==> config.mk <==
export PLATFORM = sky130hd
export DESIGN_NAME = lfsr_stream_gen
export DESIGN_NICKNAME = d
export VERILOG_FILES = /design/src/rtl/lfsr_stream_gen.sv
export SDC_FILE = /design/constraint.sdc
export NUM_CORES = 1
export LEC_CHECK = 0
export ABC_AREA = 0
export CAP_MARGIN = 20
export CELL_PAD_IN_SITES_DETAIL_PLACEMENT = 0
export CELL_PAD_IN_SITES_GLOBAL_PLACEMENT = 2
export CORE_MARGIN = 4
export CORE_UTILIZATION = 30
export DETAILED_ROUTE_END_ITERATION = 10
export PLACE_DENSITY_LB_ADDON = 0.12
export SYNTH_ARGS = -nofsm -noshare
export SYNTH_HDL_FRONTEND = slang
export SYNTH_SLANG_ARGS = --single-unit
==> constraint.sdc <==
create_clock -name clk_i -period 2.3 [get_ports clk_i]
set_input_delay 0.345 -clock clk_i [delete_from_list [all_inputs] [get_ports clk_i]]
set_output_delay 0.345 -clock clk_i [all_outputs]
set_load 0.01 [all_outputs]
==> src/rtl/lfsr_stream_gen.sv <==
// -----------------------------------------------------------------------------
// lfsr_stream_gen
//   Fibonacci XNOR LFSR pattern generator with a small register-mapped config
//   port and a valid/ready output stream. A run loads SEED, then emits one
//   LFSR word per accepted transfer until the selected termination condition
//   fires (free-run, stop-on-match, stop-on-count, or match-or-count).
//
//   Optional feature macro: LFSR_LOCKUP_RECOVER_EN
//     defined   : accepting the all-ones word (the XNOR lock state) forces the
//                 next state to all-zeros and sets the sticky lockup_o flag,
//                 which clears when the next run loads its seed.
//     undefined : no lock-up detection, lockup_o is tied low.
// -----------------------------------------------------------------------------
module lfsr_stream_gen #(
    parameter int               WIDTH = 16,
    parameter logic [WIDTH-1:0] TAPS  = 16'hB400
) (
    input  logic             clk_i,
    input  logic             nreset_i,
    input  logic             cfg_wr_i,
    input  logic [1:0]       cfg_addr_i,
    input  logic [WIDTH-1:0] cfg_data_i,
    output logic             cfg_ack_o,
    output logic [WIDTH-1:0] cfg_rd_data_o,
    input  logic             start_i,
    input  logic             abort_i,
    output logic [WIDTH-1:0] lfsr_data_o,
    output logic             lfsr_valid_o,
    input  logic             lfsr_ready_i,
    output logic             busy_o,
    output logic             done_o,
    output logic             lockup_o
);

    // Register map addresses
    localparam logic [1:0] ADDR_SEED  = 2'd0;
    localparam logic [1:0] ADDR_STOP  = 2'd1;
    localparam logic [1:0] ADDR_COUNT = 2'd2;
    localparam logic [1:0] ADDR_MODE  = 2'd3;

    // Termination modes
    localparam logic [1:0] MODE_FREE  = 2'd0;
    localparam logic [1:0] MODE_MATCH = 2'd1;
    localparam logic [1:0] MODE_COUNT = 2'd2;
    localparam logic [1:0] MODE_BOTH  = 2'd3;

    // FSM encoding
    localparam logic [1:0] ST_IDLE = 2'd0;
    localparam logic [1:0] ST_LOAD = 2'd1;
    localparam logic [1:0] ST_RUN  = 2'd2;
    localparam logic [1:0] ST_DONE = 2'd3;

    localparam logic [WIDTH-1:0] ZERO_W = {WIDTH{1'b0}};
    localparam logic [WIDTH-1:0] ONES_W = {WIDTH{1'b1}};
    localparam logic [WIDTH-1:0] ONE_W  = {{(WIDTH-1){1'b0}}, 1'b1};

    // XNOR of the tapped state bits; all-ones is the stuck state.
    function automatic logic lfsr_feedback(input logic [WIDTH-1:0] cur);
        return ~^(cur & TAPS);
    endfunction

    // One Fibonacci shift: feedback enters at bit 0.
    function automatic logic [WIDTH-1:0] lfsr_step(input logic [WIDTH-1:0] cur);
        return {cur[WIDTH-2:0], lfsr_feedback(cur)};
    endfunction

    // True when the word is the XNOR lock-up state.
    function automatic logic is_lock_state(input logic [WIDTH-1:0] cur);
        return (cur == ONES_W);
    endfunction

    // Configuration registers
    logic [WIDTH-1:0] seed_q,  seed_d;
    logic [WIDTH-1:0] stop_q,  stop_d;
    logic [WIDTH-1:0] count_q, count_d;
    logic [1:0]       mode_q,  mode_d;
    logic             ack_q,   ack_d;

    // Run state
    logic [1:0]       fsm_q,     fsm_d;
    logic [WIDTH-1:0] state_q,   state_d;
    logic [WIDTH-1:0] acc_cnt_q, acc_cnt_d;
    logic             valid_q,   valid_d;
    logic             busy_q,    busy_d;
    logic             done_q,    done_d;

`ifdef LFSR_LOCKUP_RECOVER_EN
    logic             lockup_q,  lockup_d;
`endif

    // Decoded conditions
    logic             cfg_accept_s;
    logic             accept_s;
    logic             match_s;
    logic             count_hit_s;
    logic             term_s;
    logic [WIDTH-1:0] acc_cnt_inc_s;

    // Condition decode for config accept, stream transfer and termination
    always_comb begin
        cfg_accept_s  = cfg_wr_i && (fsm_q == ST_IDLE);
        accept_s      = valid_q && lfsr_ready_i;
        acc_cnt_inc_s = acc_cnt_q + ONE_W;
        if ((mode_q == MODE_MATCH) || (mode_q == MODE_BOTH)) begin
            match_s = (state_q == stop_q);
        end else begin
            match_s = 1'b0;
        end
        if (((mode_q == MODE_COUNT) || (mode_q == MODE_BOTH)) && (count_q != ZERO_W)) begin
            count_hit_s = (acc_cnt_inc_s == count_q);
        end else begin
            count_hit_s = 1'b0;
        end
        if (mode_q == MODE_FREE) begin
            term_s = 1'b0;
        end else begin
            term_s = match_s || count_hit_s;
        end
    end

    // Config register writes, accepted only while idle
    always_comb begin
        seed_d  = seed_q;
        stop_d  = stop_q;
        count_d = count_q;
        mode_d  = mode_q;
        ack_d   = cfg_accept_s;
        if (cfg_accept_s) begin
            case (cfg_addr_i)
                ADDR_SEED:  seed_d  = cfg_data_i;
                ADDR_STOP:  stop_d  = cfg_data_i;
                ADDR_COUNT: count_d = cfg_data_i;
                ADDR_MODE:  mode_d  = cfg_data_i[1:0];
                default:    seed_d  = seed_q;
            endcase
        end else begin
            ack_d = 1'b0;
        end
    end

    // Run FSM, LFSR advance, accepted-word counter and output flags
    always_comb begin
        fsm_d     = fsm_q;
        state_d   = state_q;
        acc_cnt_d = acc_cnt_q;
`ifdef LFSR_LOCKUP_RECOVER_EN
        lockup_d  = lockup_q;
`endif
        case (fsm_q)
            ST_IDLE: begin
                // abort_i outranks start_i
                if (start_i && !abort_i) begin
                    fsm_d = ST_LOAD;
                end else begin
                    fsm_d = ST_IDLE;
                end
            end
            ST_LOAD: begin
                if (abort_i) begin
                    fsm_d = ST_IDLE;
                end else begin
                    fsm_d     = ST_RUN;
                    state_d   = seed_q;
                    acc_cnt_d = ZERO_W;
`ifdef LFSR_LOCKUP_RECOVER_EN
                    lockup_d  = 1'b0;
`endif
                end
            end
            ST_RUN: begin
                // An abort drops the word on offer, even if it is being accepted
                if (abort_i) begin
                    fsm_d = ST_IDLE;
                end else if (accept_s) begin
                    acc_cnt_d = acc_cnt_inc_s;
`ifdef LFSR_LOCKUP_RECOVER_EN
                    if (is_lock_state(state_q)) begin
                        state_d  = ZERO_W;
                        lockup_d = 1'b1;
                    end else begin
                        state_d  = lfsr_step(state_q);
                    end
`else
                    state_d = lfsr_step(state_q);
`endif
                    if (term_s) begin
                        fsm_d = ST_DONE;
                    end else begin
                        fsm_d = ST_RUN;
                    end
                end else begin
                    // Stalled: hold the word steady
                    fsm_d = ST_RUN;
                end
            end
            ST_DONE: begin
                fsm_d = ST_IDLE;
            end
            default: begin
                fsm_d = ST_IDLE;
            end
        endcase

        // Output flags follow the next state so they are registered outputs
        valid_d = (fsm_d == ST_RUN);
        busy_d  = (fsm_d != ST_IDLE);
        done_d  = (fsm_d == ST_DONE);
    end

    // Synchronous active-low reset for all state
    always_ff @(posedge clk_i) begin
        if (!nreset_i) begin
            seed_q    <= ZERO_W;
            stop_q    <= ZERO_W;
            count_q   <= ZERO_W;
            mode_q    <= 2'd0;
            ack_q     <= 1'b0;
            fsm_q     <= ST_IDLE;
            state_q   <= ZERO_W;
            acc_cnt_q <= ZERO_W;
            valid_q   <= 1'b0;
            busy_q    <= 1'b0;
            done_q    <= 1'b0;
`ifdef LFSR_LOCKUP_RECOVER_EN
            lockup_q  <= 1'b0;
`endif
        end else begin
            seed_q    <= seed_d;
            stop_q    <= stop_d;
            count_q   <= count_d;
            mode_q    <= mode_d;
            ack_q     <= ack_d;
            fsm_q     <= fsm_d;
            state_q   <= state_d;
            acc_cnt_q <= acc_cnt_d;
            valid_q   <= valid_d;
            busy_q    <= busy_d;
            done_q    <= done_d;
`ifdef LFSR_LOCKUP_RECOVER_EN
            lockup_q  <= lockup_d;
`endif
        end
    end

    // Combinational register readback, MODE zero-extended
    always_comb begin
        case (cfg_addr_i)
            ADDR_SEED:  cfg_rd_data_o = seed_q;
            ADDR_STOP:  cfg_rd_data_o = stop_q;
            ADDR_COUNT: cfg_rd_data_o = count_q;
            ADDR_MODE:  cfg_rd_data_o = {{(WIDTH-2){1'b0}}, mode_q};
            default:    cfg_rd_data_o = ZERO_W;
        endcase
    end

    assign cfg_ack_o    = ack_q;
    assign lfsr_data_o  = state_q;
    assign lfsr_valid_o = valid_q;
    assign busy_o       = busy_q;
    assign done_o       = done_q;

`ifdef LFSR_LOCKUP_RECOVER_EN
    assign lockup_o = lockup_q;
`else
    assign lockup_o = 1'b0;
`endif

endmodule

## After elaboration in Yosys (flattened, before gate mapping)

Index checks and enable logic that the tools add are counted.

| storage, ports and cells | value |
|---|---|
| register bits | 88 |
| bits of input ports | 24 |
| output and inout port bits | 37 |
| word-level logic and storage cells | 67 |

| operators by class | value |
|---|---|
| add/sub/neg operators | 1 |
| equal/unequal tests | 16 |
| muxes and demuxes | 19 |
| reduce and logical (&&, ||, !) cells | 20 |

Operators by type and width:

| kind | number |
|---|---|
| $mux 16 | 6 |
| $pmux 16 s2 | 2 |
| $pmux 16 s4 | 1 |
| $eq 16x16->1 | 2 |
| $add 16x1->16 const B | 1 |
| $eq 2x2->1 const B | 8 |
| $reduce_bool 16->1 | 1 |
| $reduce_xnor 16->1 | 1 |
| $pmux 2 s4 | 1 |
| $reduce_and 2->1 | 4 |
| $eq 2x1->1 const B | 3 |
| $logic_not 2->1 | 3 |
| $mux 1 | 6 |
| $mux 2 | 3 |
| $ne 2x2->1 const B | 3 |
| $logic_and 1x1->1 | 4 |
| $reduce_and 4->1 | 1 |
| $reduce_bool 2->1 | 2 |
| $logic_or 1x1->1 | 3 |
| $logic_not 1->1 | 1 |

## Depth between registers and ports, before layout

| depth | value |
|---|---|
| word-level depth | 11 |
| gate-level depth with buffers | 9 |
| gate-level depth less buffers | 8 |

## Worst setup path before layout

OpenSTA, ideal clock, no wires.

| path | value |
|---|---|
| path kind | register to register |
| start | reg acc_cnt_q[0] |
| end | reg fsm_q[0] |
| library setup time | 0.059 ns |
| arrival | 1.926 ns |
| data required time | 2.241 ns |
| setup slack | 0.315 ns |
| cell stages (with the launch flop) | 9 |
| buffers on the path | 0 |
| period minus slack after synthesis | 1.985 ns |
| path through | dfxtp_1 ha_1 nand4_4 or2_4 o2111a_1 a22oi_1 nand4_1 a21oi_2 and2_1 |

| on the way | value |
|---|---|
| longest elaborated chain between the ends | 9 |

Ends and longest elaborated chain:

| element | RTL line | text |
|---|---|---|
| from (decl) | 82 | `logic [WIDTH-1:0] acc_cnt_q, acc_cnt_d;` |
| from (signal assigned) | 235 | `acc_cnt_q <= acc_cnt_d;` |
| $add 16x1->16 | 103 | `acc_cnt_inc_s = acc_cnt_q + ONE_W;` |
| $eq 16x16->1 | 110 | `count_hit_s = (acc_cnt_inc_s == count_q);` |
| $mux 1 | 109 | `if (((mode_q == MODE_COUNT) \|\| (mode_q == MODE_BOTH)) && (count_q != ZERO_W)) begin` |
| $logic_or 1x1->1 | 117 | `term_s = match_s \|\| count_hit_s;` |
| $mux 1 | 114 | `if (mode_q == MODE_FREE) begin` |
| $mux 1 | 186 | `if (term_s) begin` |
| $mux 2 | 174 | `end else if (accept_s) begin` |
| $mux 2 | 172 | `if (abort_i) begin` |
| $pmux 2 s4 | 149 | `case (fsm_q)` |
| to (signal assigned) | 233 | `fsm_q <= fsm_d;` |
| to (decl) | 80 | `logic [1:0] fsm_q, fsm_d;` |

No other way between the ends.
A chain may end at the register's enable or synchronous reset.

## Final worst setup path

| path | value |
|---|---|
| start | in cfg_addr_i[1] |
| end | out cfg_rd_data_o[10] |

| on the way | value |
|---|---|
| longest elaborated chain between the ends | 2 |
| elaborated cells between the ends (all ways) | 5 |
| classes of those cells | 3 x eq/ne; 1 x mux; 1 x reduce/logical |

Ends and longest elaborated chain:

| element | RTL line | text |
|---|---|---|
| from (decl) | 21 | `input logic [1:0] cfg_addr_i,` |
| $eq 2x2->1 (tied with other cells) | 247 | `case (cfg_addr_i)` |
| $pmux 16 s4 (*) | 247 |  |
| to (decl) | 24 | `output logic [WIDTH-1:0] cfg_rd_data_o,` |

Mark *: on every way between the ends. The rest lies on a longest branch, timed or not.

==> impl_metrics.csv <==
group,metric,value,unit
run_status,status,"completed",
timing,finalSetupViolCount,0,
setup_path,ff2ff_path_depth,8,
clock_network,htreeDepth,3,
clock_network,root_buffer,"clkbuf_16",
timing,max_freq,445,MHz
floorplanning,row_count,45,
clock_network,clkSinkCount,88,
cells_and_area,multi_input_area,2790,um2
synth,syn_nets,645,
cells_and_area,layout_commonest_cell,"nand2_1",
routing,drc,0,
cells_and_area,final_cell_mix,"nand2_1 (168), dfxtp_1 (86), a21oi_1 (61)",
setup_path,worst-setup-path-type,"input pin to output port",
setup_path,critPathRequiredTime,1.96,ns
place,placed_cell_area,5700,um2
clock_network,cts_inserted_buffers,9,
timing,fin_crit_sh,97.7,%
cells_and_area,regArea,1760,um2
min_path,hold_path_class,"flop to flop",
routing,drt-initial-drc-count,245,
timing,relSlewSlack,57.9,%
cells_and_area,antennaDiodeCount,0,
setup_path,cp.arrival,1.90,ns
floorplanning,die_area,18000,um2
timing,setup_slack,0.0530,ns
cells_and_area,stdcell_count,892,
synth,ys_warn_count,0,
synth,async_reset_ff_share,0,%
synth,ys_ff_latch,88,
global_routing,grt_overflow,0,
timing,setup_tns,0,ns
floorplanning,core_area,15400,um2
floorplanning,start_util,31.0,%
cells_and_area,nFillCells,1595,
cells_and_area,nets,701,
clock_network,post_cts_resized,12,
timing,period_minus_slack,2.25,ns
global_routing,grt_pass1_wl,24.9,mm
synth,synth_edf_count,0,
setup_path,path_max_fanout,3,
place,dpl.hpwl,11.7,mm
power,power_density,580,nW/um2
routing,routed_wl,15.9,mm
routing,wl_per_cell,17.8,um
setup_path,crit_path_start,"cfg_addr_i[1]",
min_path,hold_start,"seed_q[10]",
synth,syn_area,4770,um2
global_routing,grt_pass1_vias,4395,
power,peakVddDrop,366,uV
routing,ant_nets,0,
setup_path,end_kind,"output port",
cells_and_area,final_design_area_no_fill,6030,um2
global_routing,grt_antenna_before_repair,0,
clock_network,post_cts_buffers,0,
place,portBuffers,59,
cells_and_area,area_delta_synth_final,26.4,%
clock_network,hold_buffers,0,
run,maxCapViolCount,0,
place,place_congestion,0.797,
timing,skew,0.00494,ns
global_routing,grt_max_degree,83,
floorplanning,die_y,134,um
clock_network,cts_tree,"built",
synth,synth_cell_types,63,
floorplanning,die_w,134,um
timing,maxSlewViolCount,0,
power,leakagePower,2.18,nW
clock_network,clk_latency,0.35,ns
place,placed_cells,876,
floorplanning,io-pin-count,61,
global_routing,grt_use_total,17.8,%
routing,viasPerCell,5.06,
min_path,min_path_cells,2,
cells_and_area,drive_gt1_share,11.5,%
timing,finalHoldViolations,0,
routing,firstDrtPassIters,4,
synth,synthFlopType,"dfxtp_1",
setup_path,rr_startpoint,"acc_cnt_q[0]",
clock_network,path_clk_slew,0.07,ns
timing,max_slew.worst_pin.slew,0.632,ns
setup_path,startpoint_type,"input pin",
routing,via_count,4515,
power,power,3.50,mW
clock_network,clockBufferDepth,2,
synth,synthCells,620,
place,place_ws,-0.267,ns
synth,synth.avg_cell_area,7.70,um2
synth,ys_seq_area_share,36.9,%
metrics by stage:
step	hold slack, ns	util [%]
5_1_grt	0.493	39.2
4_1_cts	0.479	39.1
3_5_place_dp	0.469	37.1
2_1_floorplan	0.447	-
6_report	0.481	39.2
3_3_place_gp	0.468	37.1
routing by layer:
layer | wire (um) | track usage (%) | vias to the layer above
li1 | - | - | 2254
met3 | 544 | 3.15 | 19
met1 | 7490 | 24.1 | 2159
met4 | 274 | 5.43 | 0
met2 | 7570 | 29.2 | 83
met5 | 0 | 0 | -
cells in the mapped netlist (8+ instances only):
cell	number	area (um2)
nor2_1	50	188
nor3_1	11	55.1
mux2i_1	16	160
nand2_1	168	631
clkbuf_1	32	120
xor2_1	10	87.6
nor4_1	10	62.6
dfxtp_1	88	1760
nand4_1	8	50.1
a21oi_1	61	305
o21ai_0	24	120
nand3_1	9	45.0
xnor2_1	25	219
a311oi_1	17	149
state kept, by name, indices dropped and copies added (netlist names):
name / count
lfsr_data_o: 16
cfg_ack_o: 1
lfsr_valid_o: 1
acc_cnt_q: 16
done_o: 1
busy_o: 1
mode_q: 2
count_q: 16
fsm_q: 2
stop_q: 16
seed_q: 16
worst max-delay path, stage by stage:
cell	delay, ns
clkdlybuf4s50_1	0.49
nor2b_4	0.19
buf_4	0.16
nand2_1	0.05
o21ai_0	0.10
clkdlybuf4s50_1	0.58
power breakdown:
| part | leakage (nW) | switching, mW | internal (mW) |
|---|---|---|---|
| Combinational | 1.32 | 0.184 | 0.158 |
| Clock | 0.145 | 0.676 | 0.877 |
| Sequential | 0.714 | 0.0469 | 1.56 |
| Total | 2.18 | 0.907 | 2.59 |
cells by family (layout without fill, tap and decap cells):
family,after synthesis,after routing,synth area share (%)
simple gates,293,293,29.1
compound gates,131,131,17.2
flops,88,88,36.9
buf+inv,52,113,5.48
xor+xnor,35,35,6.42
mux,19,19,4.54
fa+ha+maj,1,1,0.262
other cells,1,1,0.0786
worst paths after layout:
kind / slack (ns) / end
setup / recovery: 0.05 / cfg_rd_data_o[10]
hold / removal: 0.48 / seed_q[10]
setup reg to reg: 0.19 / fsm_q[0]
hold reg to reg: 0.48 / seed_q[10]
layout make-up:
class	instances	area share (%)
clock inverters	6	1.12
flip-flops and latches	88	29.2
inverters	4	0.249
multi-input cells	480	46.3
well taps	211	4.38
repair buffers	93	14.8
clock buffers	10	3.96
Note: power is estimated with default switching activity, not from simulation.
